File: src/rtl/pseudo_ana_pkg.sv
`default_nettype none
// ============================================================================
// Module   : pseudo_ana_pkg
// Brief    : Shared types and helpers for the pseudo-analog stick emulator.
// Revision : 1.0 - initial release
// ============================================================================
package pseudo_ana_pkg;

    // Run-time behaviour selected by the MODE input (code 3 aliases centre)
    typedef enum logic [1:0] {
        MODE_CENTER = 2'd0,
        MODE_STICKY = 2'd1,
        MODE_ACCEL  = 2'd2
    } mode_t;

    // Sweep sequencer states
    typedef enum logic [0:0] {
        ST_IDLE  = 1'b0,
        ST_SWEEP = 1'b1
    } state_t;

    // Per-axis direction encoding; both buttons pressed collapses to none
    localparam logic [1:0] c_dir_none = 2'b00;
    localparam logic [1:0] c_dir_pos  = 2'b01;
    localparam logic [1:0] c_dir_neg  = 2'b10;

    // Rest value of an unsigned axis output of width w
    function automatic int ctr(input int w);
        return (1 << (w - 1)) - 1;
    endfunction

    // Map the raw 2-bit MODE input onto mode_t
    function automatic mode_t decode_mode(input logic [1:0] m);
        mode_t r;
        case (m)
            2'd1:    r = MODE_STICKY;
            2'd2:    r = MODE_ACCEL;
            default: r = MODE_CENTER;
        endcase
        return r;
    endfunction

endpackage
`default_nettype wire

File: src/rtl/pseudo_ana_axis_step.sv
`default_nettype none
// ============================================================================
// Module   : pseudo_ana_axis_step
// Brief    : Combinational per-frame update of one axis: step, clamp, return
//            to centre without overshoot, and hold-counter bookkeeping.
// Revision : 1.0 - initial release
// ============================================================================
module pseudo_ana_axis_step
    import pseudo_ana_pkg::*;
#(
    parameter int PW    = 10,
    parameter int DELT  = 15,
    parameter int LIMIT = 120
)
(
    input  logic signed [PW-1:0] i_pos,
    input  logic        [1:0]    i_h,
    input  logic        [1:0]    i_dir,
    input  logic        [1:0]    i_last_dir,
    input  mode_t                i_mode,
    output logic signed [PW-1:0] o_pos,
    output logic        [1:0]    o_h,
    output logic        [1:0]    o_last_dir
);

    // Two guard bits so pos +/- 4*DELT never wraps before clamping
    localparam int c_aw = PW + 2;

    localparam logic signed [c_aw-1:0] c_step1 = c_aw'(DELT);
    localparam logic signed [c_aw-1:0] c_step2 = c_aw'(2 * DELT);
    localparam logic signed [c_aw-1:0] c_step3 = c_aw'(3 * DELT);
    localparam logic signed [c_aw-1:0] c_step4 = c_aw'(4 * DELT);
    localparam logic signed [c_aw-1:0] c_lim   = c_aw'(LIMIT);
    localparam logic signed [c_aw-1:0] c_nlim  = c_aw'(-LIMIT);

    localparam logic signed [PW-1:0] c_lim_p   = PW'(LIMIT);
    localparam logic signed [PW-1:0] c_nlim_p  = PW'(-LIMIT);
    localparam logic signed [PW-1:0] c_delt_p  = PW'(DELT);
    localparam logic signed [PW-1:0] c_ndelt_p = PW'(-DELT);

    logic signed [c_aw-1:0] w_pos_x;
    logic signed [c_aw-1:0] w_step;
    logic signed [c_aw-1:0] w_sum;
    logic        [1:0]      w_h_eff;
    logic                   w_same;

    // Position update: driven axes step and clamp, idle axes hold or decay
    always_comb begin
        w_pos_x = {{2{i_pos[PW-1]}}, i_pos};
        w_same  = (i_dir == i_last_dir);
        // A fresh press or a reversal restarts acceleration from the base step
        w_h_eff = w_same ? i_h : 2'd0;
        w_step  = c_step1;
        if (i_mode == MODE_ACCEL) begin
            case (w_h_eff)
                2'd1:    w_step = c_step2;
                2'd2:    w_step = c_step3;
                2'd3:    w_step = c_step4;
                default: w_step = c_step1;
            endcase
        end
        w_sum = (i_dir == c_dir_neg) ? (w_pos_x - w_step) : (w_pos_x + w_step);

        o_pos = i_pos;
        if (i_dir != c_dir_none) begin
            if (w_sum > c_lim) begin
                o_pos = c_lim_p;
            end else if (w_sum < c_nlim) begin
                o_pos = c_nlim_p;
            end else begin
                o_pos = w_sum[PW-1:0];
            end
        end else if (i_mode != MODE_STICKY) begin
            // Snap when within one step of centre so the axis never crosses it
            if ((i_pos <= c_delt_p) && (i_pos >= c_ndelt_p)) begin
                o_pos = '0;
            end else if (i_pos[PW-1]) begin
                o_pos = i_pos + c_delt_p;
            end else begin
                o_pos = i_pos - c_delt_p;
            end
        end
    end

    // Hold counter: counts frames the same direction was kept, saturating at 3
    always_comb begin
        o_last_dir = i_dir;
        if (i_dir == c_dir_none) begin
            o_h = 2'd0;
        end else if (w_same) begin
            o_h = (i_h == 2'd3) ? 2'd3 : (i_h + 2'd1);
        end else begin
            o_h = 2'd1;
        end
    end

endmodule
`default_nettype wire

File: src/rtl/pseudo_ana_stk_multi.sv
`default_nettype none
// ============================================================================
// Module   : pseudo_ana_stk_multi
// Brief    : Multi-channel D-pad to pseudo-analog stick emulator. Once per
//            frame all axes are swept serially through one shared step unit.
// Revision : 1.0 - initial release
// ============================================================================
module pseudo_ana_stk_multi
    import pseudo_ana_pkg::*;
#(
    parameter int             NCH   = 2,
    parameter int             W     = 8,
    parameter int             DELT  = 15,
    parameter int             LIMIT = 120,
    parameter logic [NCH-1:0] INVX  = '0
)
(
    input  logic               CLK,
    input  logic               RESET_N,
    input  logic [8:0]         PV,
    input  logic [1:0]         MODE,
    input  logic [NCH*4-1:0]   DIR,
    output logic [NCH*W-1:0]   AX,
    output logic [NCH*W-1:0]   AY,
    output logic               BUSY
);

    localparam int               c_naxis  = 2 * NCH;
    localparam int               c_kw     = (c_naxis > 1) ? $clog2(c_naxis) : 1;
    localparam int               c_pw     = W + 2;
    localparam logic [c_kw-1:0]  c_k_last = c_kw'(c_naxis - 1);
    localparam logic [W-1:0]     c_center = W'(ctr(W));

    logic [8:0]              pv_q;
    state_t                  state_q,    state_d;
    logic [c_kw-1:0]         k_q,        k_d;
    logic                    pending_q,  pending_d;
    logic [NCH*4-1:0]        dir_snap_q, dir_snap_d;
    mode_t                   mode_snap_q, mode_snap_d;

    logic signed [c_pw-1:0]  pos_q  [c_naxis];
    logic signed [c_pw-1:0]  pos_d  [c_naxis];
    logic [1:0]              h_q    [c_naxis];
    logic [1:0]              h_d    [c_naxis];
    logic [1:0]              last_q [c_naxis];
    logic [1:0]              last_d [c_naxis];
    logic [W-1:0]            out_q  [c_naxis];
    logic [W-1:0]            out_d  [c_naxis];

    logic                    w_tick;
    logic                    w_snap;
    logic                    w_axis_we;
    logic [3:0]              w_nib;
    logic                    w_plus;
    logic                    w_minus;
    logic [1:0]              w_dir;
    logic signed [c_pw-1:0]  w_step_pos;
    logic [1:0]              w_step_h;
    logic [1:0]              w_step_last;

    // Frame tick: vertical counter has just wrapped to line 0
    always_comb begin
        w_tick = (PV == 9'd0) && (pv_q != 9'd0);
    end

    // Sweep sequencer: one axis per cycle, with a single-deep pending restart
    always_comb begin
        state_d   = state_q;
        k_d       = k_q;
        pending_d = pending_q;
        w_snap    = 1'b0;
        w_axis_we = 1'b0;
        case (state_q)
            ST_IDLE: begin
                if (w_tick) begin
                    state_d = ST_SWEEP;
                    k_d     = '0;
                    w_snap  = 1'b1;
                end
            end
            ST_SWEEP: begin
                w_axis_we = 1'b1;
                if (k_q == c_k_last) begin
                    if (pending_q || w_tick) begin
                        k_d       = '0;
                        w_snap    = 1'b1;
                        pending_d = 1'b0;
                    end else begin
                        state_d   = ST_IDLE;
                    end
                end else begin
                    k_d = k_q + c_kw'(1);
                    if (w_tick) begin
                        pending_d = 1'b1;
                    end
                end
            end
            default: begin
                state_d = ST_IDLE;
            end
        endcase
    end

    // Freeze inputs at sweep start so a sweep sees one consistent frame
    always_comb begin
        dir_snap_d  = w_snap ? DIR : dir_snap_q;
        mode_snap_d = w_snap ? decode_mode(MODE) : mode_snap_q;
    end

    // Select the current axis buttons and reduce them to a signed direction
    always_comb begin
        w_nib = 4'd0;
        for (int c = 0; c < NCH; c++) begin
            if (c == int'(k_q >> 1)) begin
                w_nib = dir_snap_q[4*c +: 4];
            end
        end
        // Nibble is {UP,DW,LF,RG}; X grows with LF, Y grows with UP
        w_plus  = k_q[0] ? w_nib[3] : w_nib[1];
        w_minus = k_q[0] ? w_nib[2] : w_nib[0];
        if (w_plus && !w_minus) begin
            w_dir = c_dir_pos;
        end else if (w_minus && !w_plus) begin
            w_dir = c_dir_neg;
        end else begin
            w_dir = c_dir_none;
        end
    end

    pseudo_ana_axis_step #(
        .PW    (c_pw),
        .DELT  (DELT),
        .LIMIT (LIMIT)
    ) u_step (
        .i_pos      (pos_q[k_q]),
        .i_h        (h_q[k_q]),
        .i_dir      (w_dir),
        .i_last_dir (last_q[k_q]),
        .i_mode     (mode_snap_q),
        .o_pos      (w_step_pos),
        .o_h        (w_step_h),
        .o_last_dir (w_step_last)
    );

    // Write the shared step result back into the currently swept axis
    always_comb begin
        pos_d  = pos_q;
        h_d    = h_q;
        last_d = last_q;
        if (w_axis_we) begin
            pos_d[k_q]  = w_step_pos;
            h_d[k_q]    = w_step_h;
            last_d[k_q] = w_step_last;
        end
    end

    // Offset positions around centre; |pos| <= CENTER so W-bit math is exact
    always_comb begin
        for (int i = 0; i < c_naxis; i++) begin
            if (((i % 2) == 0) && INVX[i/2]) begin
                out_d[i] = c_center - pos_q[i][W-1:0];
            end else begin
                out_d[i] = c_center + pos_q[i][W-1:0];
            end
        end
    end

    // State registers; reset returns everything to centre immediately
    always_ff @(posedge CLK or negedge RESET_N) begin
        if (!RESET_N) begin
            pv_q        <= 9'd0;
            state_q     <= ST_IDLE;
            k_q         <= '0;
            pending_q   <= 1'b0;
            dir_snap_q  <= '0;
            mode_snap_q <= MODE_CENTER;
            for (int i = 0; i < c_naxis; i++) begin
                pos_q[i]  <= '0;
                h_q[i]    <= 2'd0;
                last_q[i] <= c_dir_none;
                out_q[i]  <= c_center;
            end
        end else begin
            pv_q        <= PV;
            state_q     <= state_d;
            k_q         <= k_d;
            pending_q   <= pending_d;
            dir_snap_q  <= dir_snap_d;
            mode_snap_q <= mode_snap_d;
            for (int i = 0; i < c_naxis; i++) begin
                pos_q[i]  <= pos_d[i];
                h_q[i]    <= h_d[i];
                last_q[i] <= last_d[i];
                out_q[i]  <= out_d[i];
            end
        end
    end

    for (genvar c = 0; c < NCH; c++) begin : g_pack
        assign AX[W*c +: W] = out_q[2*c];
        assign AY[W*c +: W] = out_q[2*c+1];
    end

    assign BUSY = (state_q == ST_SWEEP);

endmodule
`default_nettype wire

File: config.mk
export PLATFORM = sky130hd
export DESIGN_NAME = pseudo_ana_stk_multi
export DESIGN_NICKNAME = d
export VERILOG_FILES = /design/src/rtl/pseudo_ana_pkg.sv /design/src/rtl/pseudo_ana_axis_step.sv /design/src/rtl/pseudo_ana_stk_multi.sv
export SDC_FILE = /design/constraint.sdc
export NUM_CORES = 1
export LEC_CHECK = 0
export BUFFER_PORTS_ARGS = -buffer_cell sky130_fd_sc_hd__buf_4
export CAP_MARGIN = 20
export CORE_MARGIN = 5
export CORE_UTILIZATION = 60
export CTS_CLUSTER_SIZE = 14
export DETAILED_ROUTE_END_ITERATION = 16
export PLACE_DENSITY = 0.82
export SETUP_SLACK_MARGIN = 0.4
export SLEW_MARGIN = 20
export SYNTH_ARGS = -nofsm -noshare
export SYNTH_HDL_FRONTEND = slang
export SYNTH_SLANG_ARGS = --single-unit
File: constraint.sdc
create_clock -name CLK -period 9.6 [get_ports CLK]
set_input_delay 0.48 -clock CLK [delete_from_list [all_inputs] [get_ports CLK]]
set_output_delay 0.48 -clock CLK [all_outputs]
set_load 0.03 [all_outputs]
======== After elaboration in Yosys (flattened, before gate mapping) ========
Cells that the tools add are included.
word-level totals
  bits in registers ....................... 111
  input bits .............................. 21
  output and inout bits ................... 33
operators by class
  $add $sub $neg .......................... 10
  order comparisons ....................... 6
  eq/ne operators ......................... 14
  mux-type cells .......................... 50
  bitwise gates (word level) .............. 2
  reductions and logical operators ........ 16
operators with widths
  cell                                                                                  count
  10-bit 2-to-1 mux                                                                     9
  40-bit bitwise mux                                                                    1
  7-bit by 8-bit adder with 8-bit output, first input constant                          4
  32-bit zero test                                                                      1
  2-bit 2-to-1 mux                                                                      14
  12-bit 2-to-1 mux                                                                     2
  10-bit binary-select mux with 2-bit select                                            1
  10-bit demux with 2-bit select                                                        1
  6-bit case mux with 3 select lines                                                    1
  8-bit bitwise mux                                                                     2
  2-bit equality test, second input constant                                            7
  10-bit by 12-bit adder with 12-bit output                                             1
  12-bit by 8-bit > comparator with 1-bit output, second input constant                 1
  12-bit by 8-bit < comparator with 1-bit output, second input constant                 1
  10-bit by 12-bit subtractor with 12-bit output                                        1
  10-bit by 5-bit adder with 10-bit output, second input constant                       1
  10-bit by 5-bit greater-or-equal comparator with 1-bit output, second input constant  1
  10-bit by 5-bit <= comparator with 1-bit output, second input constant                1
  1-bit 2-to-1 mux                                                                      10
  10-bit by 5-bit subtractor with 10-bit output, second input constant                  1
  9-bit zero test                                                                       1
  9-bit nonzero test                                                                    1
  2-bit binary-select mux with 2-bit select                                             2
  4-bit 2-to-1 mux                                                                      2
  20 further kinds                                                                      31

======== Logic depth before layout (Yosys ltp) ========
Gate-level depths: netlist of run 1.
  word-level depth ........................ 20
  depth in mapped cells ................... 24

======== Hierarchy ========
From an unflattened synthesis of run 1, not the netlist that was laid out.
second synthesis, totals
  cells, all modules ...................... 482
  area total of the unflattened synthesis .. 5859.4 um2
by module, submodules not included
  module                instances  cells each  area an instance (um2)  seq. area each (um2)
  pseudo_ana_stk_multi  1          309         4653.2                  2812.7
  pseudo_ana_axis_step  1          173         1206.2                  0.0

======== Worst setup path after synthesis of run 1 ========
Ideal clock, no wire load.
  kind .................................... register to register
  start ................................... register k_q[1]
  end ..................................... register pos_q[4] (netlist name)
  setup time .............................. 125 ps
  arrival ................................. 5070 ps
  slack ................................... 4405 ps
  stages on the path, launching flop included .. 23
  clock period less this slack ............ 5195 ps
  path through ............................ dfrtp_1 -> buf_2 -> buf_2 -> mux4_2 -> inv_1 -> ha_1 -> clkinv_1 -> xnor2_1 -> nor2_1 -> and3_1 -> ha_1 -> nor2_1 -> a21oi_1 -> fa_1 -> nand2b_1 -> a211oi_2 -> nor2_1 -> xnor2_1 -> o311a_1 -> a211o_1 -> nand3_1 -> a22oi_2 -> mux2_2
on the way
  cells in the longest elaborated chain, start to end .. 20
  elaborated cells on any way between the ends .. 52
ends and longest elaborated chain
  element                                                                                                             line                         RTL
  start: declaration                                                                                                  pseudo_ana_stk_multi.sv:36   logic [c_kw-1:0] k_q, k_d;
  start signal: assignment                                                                                            pseudo_ana_stk_multi.sv:186  k_q <= k_d;
  32-bit zero test                                                                                                    pseudo_ana_stk_multi.sv:114  if (c == int'(k_q >> 1)) begin
  4-bit 2-to-1 mux                                                                                                    pseudo_ana_stk_multi.sv:114
  4-bit 2-to-1 mux (*)                                                                                                pseudo_ana_stk_multi.sv:114
  1-bit 2-to-1 mux                                                                                                    pseudo_ana_stk_multi.sv:119  w_plus = k_q[0] ? w_nib[3] : w_nib[1];
  1-bit zero test                                                                                                     pseudo_ana_stk_multi.sv:123  end else if (w_minus && !w_plus) begin
  1-bit logical AND                                                                                                   pseudo_ana_stk_multi.sv:123
  2-bit 2-to-1 mux                                                                                                    pseudo_ana_stk_multi.sv:123
  2-bit 2-to-1 mux (*)                                                                                                pseudo_ana_stk_multi.sv:121  if (w_plus && !w_minus) begin
  via u_step.i_dir[1]                                                                                                 pseudo_ana_axis_step.sv:18   input logic [1:0] i_dir,
  (+4 left out)                                                                                                       -
  12-bit 2-to-1 mux                                                                                                   pseudo_ana_axis_step.sv:54   if (i_mode == MODE_ACCEL) begin
  10-bit by 12-bit adder with 12-bit output / 10-bit by 12-bit subtractor with 12-bit output (equally long branches)  pseudo_ana_axis_step.sv:62   w_sum = (i_dir == c_dir_neg) ? (w_pos_x - w_step) : (w_pos_x + w_step);
  12-bit 2-to-1 mux                                                                                                   pseudo_ana_axis_step.sv:62
  12-bit by 8-bit < comparator with 1-bit output                                                                      pseudo_ana_axis_step.sv:68   end else if (w_sum < c_nlim) begin
  10-bit 2-to-1 mux                                                                                                   pseudo_ana_axis_step.sv:68
  10-bit 2-to-1 mux                                                                                                   pseudo_ana_axis_step.sv:66   if (w_sum > c_lim) begin
  10-bit 2-to-1 mux (*)                                                                                               pseudo_ana_axis_step.sv:65   if (i_dir != c_dir_none) begin
  40-bit bitwise mux (*)                                                                                              pseudo_ana_stk_multi.sv:151  pos_d[k_q] = w_step_pos;
  end signal: indexed assignment                                                                                      pseudo_ana_stk_multi.sv:191  pos_q[i] <= pos_d[i];
  end: declaration                                                                                                    pseudo_ana_stk_multi.sv:41   logic signed [c_pw-1:0] pos_q [c_naxis];
Mark *: on every way through the listed nets, which the timed path passes. The rest lies on a longest branch. The select of a mux whose other input is x is not followed.
A chain may end at the register's enable or synchronous reset.

======== Final worst setup path of run 1 ========
  start ................................... register k_q[1]
  end ..................................... register pos_q[15] (netlist name)
The elaborated chain is that of the path after synthesis.

==> metrics.md, run 1 <==
| Metric | Value |
|---|---|
| CP delay by family, top | `compound AO/OA/AOI/OAI gates` |
| P per Cell Area | `201.1 nW/um2` |
| CTS tree | `done` |
| Core Util, Final | `0.6758` |
| Global Route Usage Sum | `0.2184` |
| Post-layout nets | `619` |
| Max_cap viols | `0` |
| DIE AREA | `12010 um2` |
| CP Max Fanout | `19` |
| Max H-tree Level | `3` |
| Synthesis-to-finish area growth | `10.47%` |
| DRT antenna net count | `0` |
| Row count | `36` |
| Vias per std cell | `5.872` |
| Primary FF master, synth | `dfrtp_1` |
| Setup violators final | `0` |
| Outcome | `completed` |
| Layout cells sized above 1 | `0.3010` |
| Seq pwr share | `0.437` |
| Via Count | `around 4.2k` |
| Clock Latency Late Sink | `0.38 ns` |
| Period utilisation layout | `0.6221` |
| Dpl hpwl | `9.216 mm` |
| Post-cts resize count | `0` |
| CP dominant cell by count | `nor2_1` |
| Vias in the first global route | `4190` |
| Crit path DAT | `6.23 ns` |
| Register area share after synthesis | `0.4726` |
| Sw Share | `0.3730` |
| Wire per inst | `between 15 and 20 um` |
| Fmax | `between 150 and 200 MHz` |
| Pwr Total | `~1.3 mW` |
| Clock share of power | `0.204` |
| Mapped Avg Cell Area | `11.29 um2` |
| Starting Density | `0.6118` |
| Drt drc | `0` |
| Initial detailed-routing violation count | `roughly 270` |
| Syn nets | `around 570` |
| LEAKAGE | `3.022 nW` |
| Clock sinks | `111` |
| First-pass GRT wire length | `20.29 mm` |
| Initial antenna violation count | `0` |
| IO Port Bufs | `53` |
| Chip width | `109.6 um` |
| Number of buffers and inverters on the critical path | `2` |
| Post-Syn Instances | `527` |
| Largest net degree at the start of global routing | `67` |
| Post-synthesis cell type count | `about 70` |
| Fin Hold WS | `0.09276 ns` |
| Worst Setup End Kind | `flip-flop` |
| Num CTS Buffers | `9` |
| Fin. max-slew vios | `0` |
| Synth Cell Area | `about 6000 um2` |
| Comb pwr share | `0.359` |
| Setup total negative slack | `0 ns` |
| Grt ovf | `0` |
| Critical Path Start Type | `flip-flop` |
| # IOs | `54` |
| Post-Route WL | `approximately 12 mm` |
| FFs w/ async S/R, synth | `1.000` |
| DP Worst Slack | `3.705 ns` |
| Core Footprint | `9729 um2` |
| Maximum VDD drop | `0.1218 mV` |
| CTS Hold Bufs | `0` |
| Min Tclk post-route | `between 5 and 6 ns` |
| Final worst slack | `3.628 ns` |
| Critical path class | `flip-flop to flip-flop` |
| Die height | `109.6 um` |
| Slew HR | `0.4126` |
| Placer congestion estimate | `0.9358` |
| # diodes | `0` |
| Worst path max stage delay | `roughly 0.93 ns` |
| CTS Root Cell | `clkbuf_8` |
| Required time of the worst setup path | `9.86 ns` |
| Min-delay worst type | `input port to asynchronous set/reset pin` |
| Postcts setup bufs | `0` |
| Unrepaired setup endpoints after global routing | `no` |
| CP Cell Sequence | `mux4_2 > inv_1 > ha_1 > clkinv_1 > xnor2_1 > nor2_1 > and3_1 > ha_1 > nor2_1 > a21oi_1 > fa_1 > nand2b_1 > a211oi_2 > nor2_1 > xnor2_1 > o311a_1 > a211o_1 > nand3_1 > a22oi_2 > mux2_2` |
| Slew @ Worst Pin | `0.8789 ns` |
| First-pass DRT Iterations | `5` |
| EDFF count, synth | `0` |
| Cell internal pwr | `~830 uW` |
| Final hold violation count | `0` |
| Worst-path clk slew | `0.12 ns` |
| Layout Skew | `0.01566 ns` |
| Slowest-stage cell, CP | `dfrtp_1` |
| Warnings from Yosys | `0` |
| Synth Register Bits | `between 100 and 150` |
| Clk buf depth | `2` |
| Switching pwr | `493.3 uW` |
==> sequential cells by signal, indices dropped and copies added, names as in the netlist <==
signal and flops:
AX 16, AY 16, BUSY 1, dir_snap_q 8
h_q 8, k_q 2, last_q 8, mode_snap_q 2
pending_q 1, pos_q 40, pv_q 9
==> per-layer routing <==
layer  part of all wire  up-vias  GRT usage
li1                   -     1956          -
met5                  0        -          0
met3              0.048       25    0.02819
met4              0.025        0    0.09083
met1               0.40     2047     0.2732
met2               0.52      147     0.3827
==> layout make-up <==
class / count / area, um2
sequential: 111 / 2813
multi-input combinational: 366 / 2877
inverter: 29 / 108.9
clock inverter: 6 / 62.56
tap: 133 / 166.4
clock buffer: 10 / 127.6
fill: 727 / 3154
timing repair buffer: 56 / 420.4
==> placed cells by master (no fill, tap or decap), drive strengths merged, types with 15 or more instances in the layout <==
master   n
dfrtp   83
nand2   61
buf     56
o21ai   37
mux2    34
nor2    33
inv     32
dfstp   28
ha      24
xor2    21
xnor2   20
mux4    16
a21oi   15
==> power groups by stage <==
stage	Clock, mW	Sequential (mW)	Combinational (mW)
2_1_floorplan	0	0.623	0.318
3_3_place_gp	0	0.585	0.463
3_5_place_dp	0	0.587	0.476
4_1_cts	0.275	0.578	0.477
5_1_grt	0.297	0.584	0.520
6_report	0.270	0.578	0.475
==> synth_stat cells (3+ instances only) <==
cell type | instances | area [um2]
dfrtp_1 | 83 | 2077
nand2_1 | 61 | 229.0
mux2_2 | 34 | 382.9
nor2_1 | 33 | 123.9
dfstp_2 | 28 | 735.7
inv_1 | 28 | 105.1
ha_1 | 24 | 300.3
xor2_1 | 21 | 183.9
o21ai_1 | 20 | 100.1
xnor2_1 | 20 | 175.2
mux4_2 | 16 | 360.4
o21ai_0 | 16 | 80.08
a21oi_1 | 13 | 65.06
nand3_1 | 9 | 45.04
clkbuf_1 | 8 | 30.03
nor3_1 | 8 | 40.04
a22oi_2 | 6 | 75.07
nor4_1 | 6 | 37.54
buf_4 | 5 | 37.54
nor2b_1 | 5 | 31.28
o31ai_1 | 5 | 37.54
a21o_1 | 4 | 30.03
clkbuf_8 | 4 | 55.05
nand2b_1 | 4 | 25.02
a211oi_1 | 3 | 22.52
a31oi_1 | 3 | 18.77
and3_1 | 3 | 18.77
nor4b_1 | 3 | 26.28
o22ai_1 | 3 | 18.77
or4_1 | 3 | 22.52
==> stage by stage <==
stage          instance area [um2]  std cells
2_1_floorplan                 5952        527
3_3_place_gp                  6385        695
3_5_place_dp                  6385        695
4_1_cts                       6575        711
5_1_grt                       6575        711
6_report                      6575        711
==> worst register-to-register path, stage by stage, from the launching register on <==
cell and delay, ns:
dfrtp_1 0.93, mux4_2 0.62, inv_1 0.07, ha_1 0.36, clkinv_1 0.29, xnor2_1 0.20, nor2_1 0.18, and3_1 0.25
ha_1 0.24, nor2_1 0.08, a21oi_1 0.08, fa_1 0.44, nand2b_1 0.19, a211oi_2 0.33, nor2_1 0.11, xnor2_1 0.19
o311a_1 0.41, a211o_1 0.33, nand3_1 0.12, a22oi_2 0.11, mux2_2 0.31
==> path summary, 6_finish.rpt <==
| check | start | endpoint | slack, ns | cells after the start |
|---|---|---|---|---|
| worst max register to register | k_q[1] | pos_q[15] | 3.63 | 20 |
| worst min-delay path | RESET_N | AX[7] | 0.09 | 1 |
| max in group asynchronous | RESET_N | pos_q[33] | 8.29 | 2 |
| min in group CLK | PV[3] | pv_q[3] | 0.21 | 1 |
| worst max-delay path | k_q[1] | pos_q[15] | 3.63 | 20 |
| worst min register to register | pos_q[35] | AX[5] | 0.49 | 1 |
==> logic make-up after synthesis <==
group                      Yosys count  synth area share
and+or+nand+nor                    152            0.1249
xor gates and xnor gates            41           0.06033
muxes                               51            0.1266
DFF                                111            0.4726
buffers and inverters               50           0.04415
AOI/OAI and AO/OA                   97            0.1177
adders and majority gates           25           0.05382
No activity file was read; power rests on OpenSTA's default activity.
==> inputs of run 2 (changes only) <==
==> constraint.sdc (replaced) <==
create_clock -name CLK -period 6.3 [get_ports CLK]
set_input_delay 0.315 -clock CLK [delete_from_list [all_inputs] [get_ports CLK]]
set_output_delay 0.315 -clock CLK [all_outputs]
set_load 0.03 [all_outputs]
==> run 2 against run 1 <==
Worst hold slack worse by 0.049 ns. Utilization is 0.17 points higher. Fmax rose by 9.2%. Flip-flop and latch count unchanged. Wire length rose by 1.1%. Power grew 53%. Critical path depth unchanged. Design area up 0.25%. Worst setup slack lost 2.8 ns. Sequential share of layout area fell by 0.11 points. First-iteration DRC count fell by 16%. Sequential power increased by 49%. Critical endpoint is now pos_q[14]. Largest power group unchanged.
==> metrics.md, run 2 (synthesized netlist as in run 1, its figures left out) <==
| Metric | Value |
|---|---|
| Setup total negative slack | `0 ns` |
| Most frequent cells in the layout | `83 x dfrtp_1, 61 x nand2_1, 56 x buf_4` |
| Post-layout nets | `between 600 and 700` |
| Clock Latency Late Sink | `0.38 ns` |
| Fmax | `roughly 180 MHz` |
| Wire per inst | `17.21 um` |
| DIE AREA | `12010 um2` |
| Critical path class | `flip-flop to flip-flop` |
| P per Cell Area | `306.5 nW/um2` |
| Largest register FFs | `40` |
| Initial antenna violation count | `0` |
| Final hold violation count | `0` |
| Clk buf depth | `2` |
| Vias in the first global route | `approximately 4.2k` |
| Outcome | `completed` |
| CTS tree | `done` |
| Dpl hpwl | `9.228 mm` |
| Fin. max-slew vios | `0` |
| Post-Route WL | `12.27 mm` |
| DP Worst Slack | `0.8925 ns` |
| Crit path DAT | `approximately 5.7 ns` |
| Row count | `36` |
| CP Max Fanout | `18` |
| Min-delay worst type | `input port to flip-flop` |
| Worst path max stage delay | `roughly 0.46 ns` |
| Worst-path clk slew | `0.11 ns` |
| CP delay by family, top | `compound AO/OA/AOI/OAI gates` |
| Post-cts resize count | `0` |
| Worst Setup End Kind | `flip-flop` |
| Number of buffers and inverters on the critical path | `2` |
| LEAKAGE | `3.031 nW` |
| Num CTS Buffers | `9` |
| # diodes | `0` |
| # IOs | `54` |
| CTS Root Cell | `clkbuf_8` |
| Starting Density | `0.6118` |
| Via Count | `4192` |
| Required time of the worst setup path | `6.56 ns` |
| Slew HR | `0.4206` |
| Max H-tree Level | `3` |
| Synthesis-to-finish area growth | `10.74%` |
| Min Tclk post-route | `between 5 and 6 ns` |
| First-pass GRT wire length | `around 20 mm` |
| Chip width | `109.6 um` |
| Initial detailed-routing violation count | `around 230` |
| Unrepaired setup endpoints after global routing | `no` |
| Period utilisation layout | `0.8681` |
| Global Route Usage Sum | `0.2181` |
| Slew @ Worst Pin | `0.8670 ns` |
| Largest net degree at the start of global routing | `89` |
| CP Cell Sequence | `buf_4 > mux4_2 > ha_1 > clkinv_1 > xnor2_1 > nor2_1 > and3_1 > ha_1 > nor2_1 > a21oi_1 > fa_1 > nand2b_1 > a211oi_2 > o311a_2 > nor3_4 > a311oi_2 > o21ai_2 > a211oi_4 > a22oi_2 > mux2_2` |
| Grt ovf | `0` |
| Layout cells sized above 1 | `0.3017` |
| Die height | `around 110 um` |
| Slowest-stage cell, CP | `fa_1` |
| Setup violators final | `0` |
| Final worst slack | `0.8311 ns` |
| Maximum VDD drop | `roughly 0.19 mV` |
| Vias per std cell | `5.879` |
| Clock sinks | `111` |
| Max_cap viols | `0` |
| Layout Skew | `~0.011 ns` |
| Critical Path Start Type | `flip-flop` |
| Reg with most FFs | `pos_q` |
| First-pass DRT Iterations | `5` |
| # fillers | `around 730` |
| Core Footprint | `slightly below 10000 um2` |
| IO Port Bufs | `between 50 and 60` |
| DRT antenna net count | `0` |
| Placer congestion estimate | `~0.96` |
| Drt drc | `0` |
| Most common cell after layout, fill and taps aside | `dfrtp_1` |
==> run 2: changes by cell type in the layout (fill, tap and decap cells not counted), sizes merged <==
| cell | change |
|---|---|
| clkinv | -1 |
| inv | +1 |
| buf | +1 |
| dlygate4sd3 | +1 |
==> run 2: repair_timing <==
action                                 in CTS  in global routing
hold buffers                                1                  0
endpoints found under the hold margin      23                  0
setup buffers                               0                  0
==> run 2: routing by layer <==
layer	routed length, um	global-route usage	up-vias
met1	5016	0.2715	2080
met5	0	0	-
met3	535	0.02995	26
met4	333	0.09973	0
li1	-	-	1961
met2	6388	0.3779	125
==> run 2: area by class of cell <==
cell class,count,area (um2),area share
clock buffer,10,127.6,0.01936
clock inverter,6,57.56,0.008732
sequential,111,2813,0.4267
inverter,29,108.9,0.01651
timing repair buffer,58,441.7,0.06701
multi-input combinational,366,2877,0.4364
tap,133,166.4,0.02525
==> run 2: worst register-to-register path, stage by stage (launching register included) <==
cell and delay [ns]:
dfrtp_1 0.41, buf_4 0.23, mux4_2 0.38, ha_1 0.40, clkinv_1 0.32, xnor2_1 0.21
nor2_1 0.18, and3_1 0.25, ha_1 0.24, nor2_1 0.09, a21oi_1 0.08, fa_1 0.46
nand2b_1 0.20, a211oi_2 0.33, o311a_2 0.26, nor3_4 0.06, a311oi_2 0.38, o21ai_2 0.13
a211oi_4 0.29, a22oi_2 0.17, mux2_2 0.31
==> run 2: power breakdown <==
group          internal [mW]  switching [mW]  total, mW  leakage (nW)
logic                  0.300           0.455      0.756          1.51
registers              0.811          0.0486      0.860          1.43
clock network          0.155           0.250      0.405        0.0957
total                   1.27           0.754       2.02          3.03
==> run 2: stage by stage <==
stage	instances	hold WS, ns	area, um2	utilization	total power, mW
2_1_floorplan	527	0.01941	5952	-	1.434
3_3_place_gp	696	0.2294	6392	0.6570	1.601
3_5_place_dp	696	0.2359	6392	0.6570	1.629
4_1_cts	713	0.03126	6588	0.6771	2.032
5_1_grt	713	0.01999	6591	0.6775	2.142
6_report	713	0.04335	6591	0.6775	2.020
==> run 2: final timing paths <==
check                                from         to  slack (ns)  depth (start not counted)
worst max-delay path               k_q[1]  pos_q[14]        0.83                         20
worst min-delay path                PV[5]    pv_q[5]        0.04                          1
worst max register to register     k_q[1]  pos_q[14]        0.83                         20
worst min register to register  pos_q[10]      AX[8]        0.48                          1
max in group asynchronous         RESET_N  pending_q        4.89                          3
min in group asynchronous         RESET_N  pos_q[36]        0.38                          2
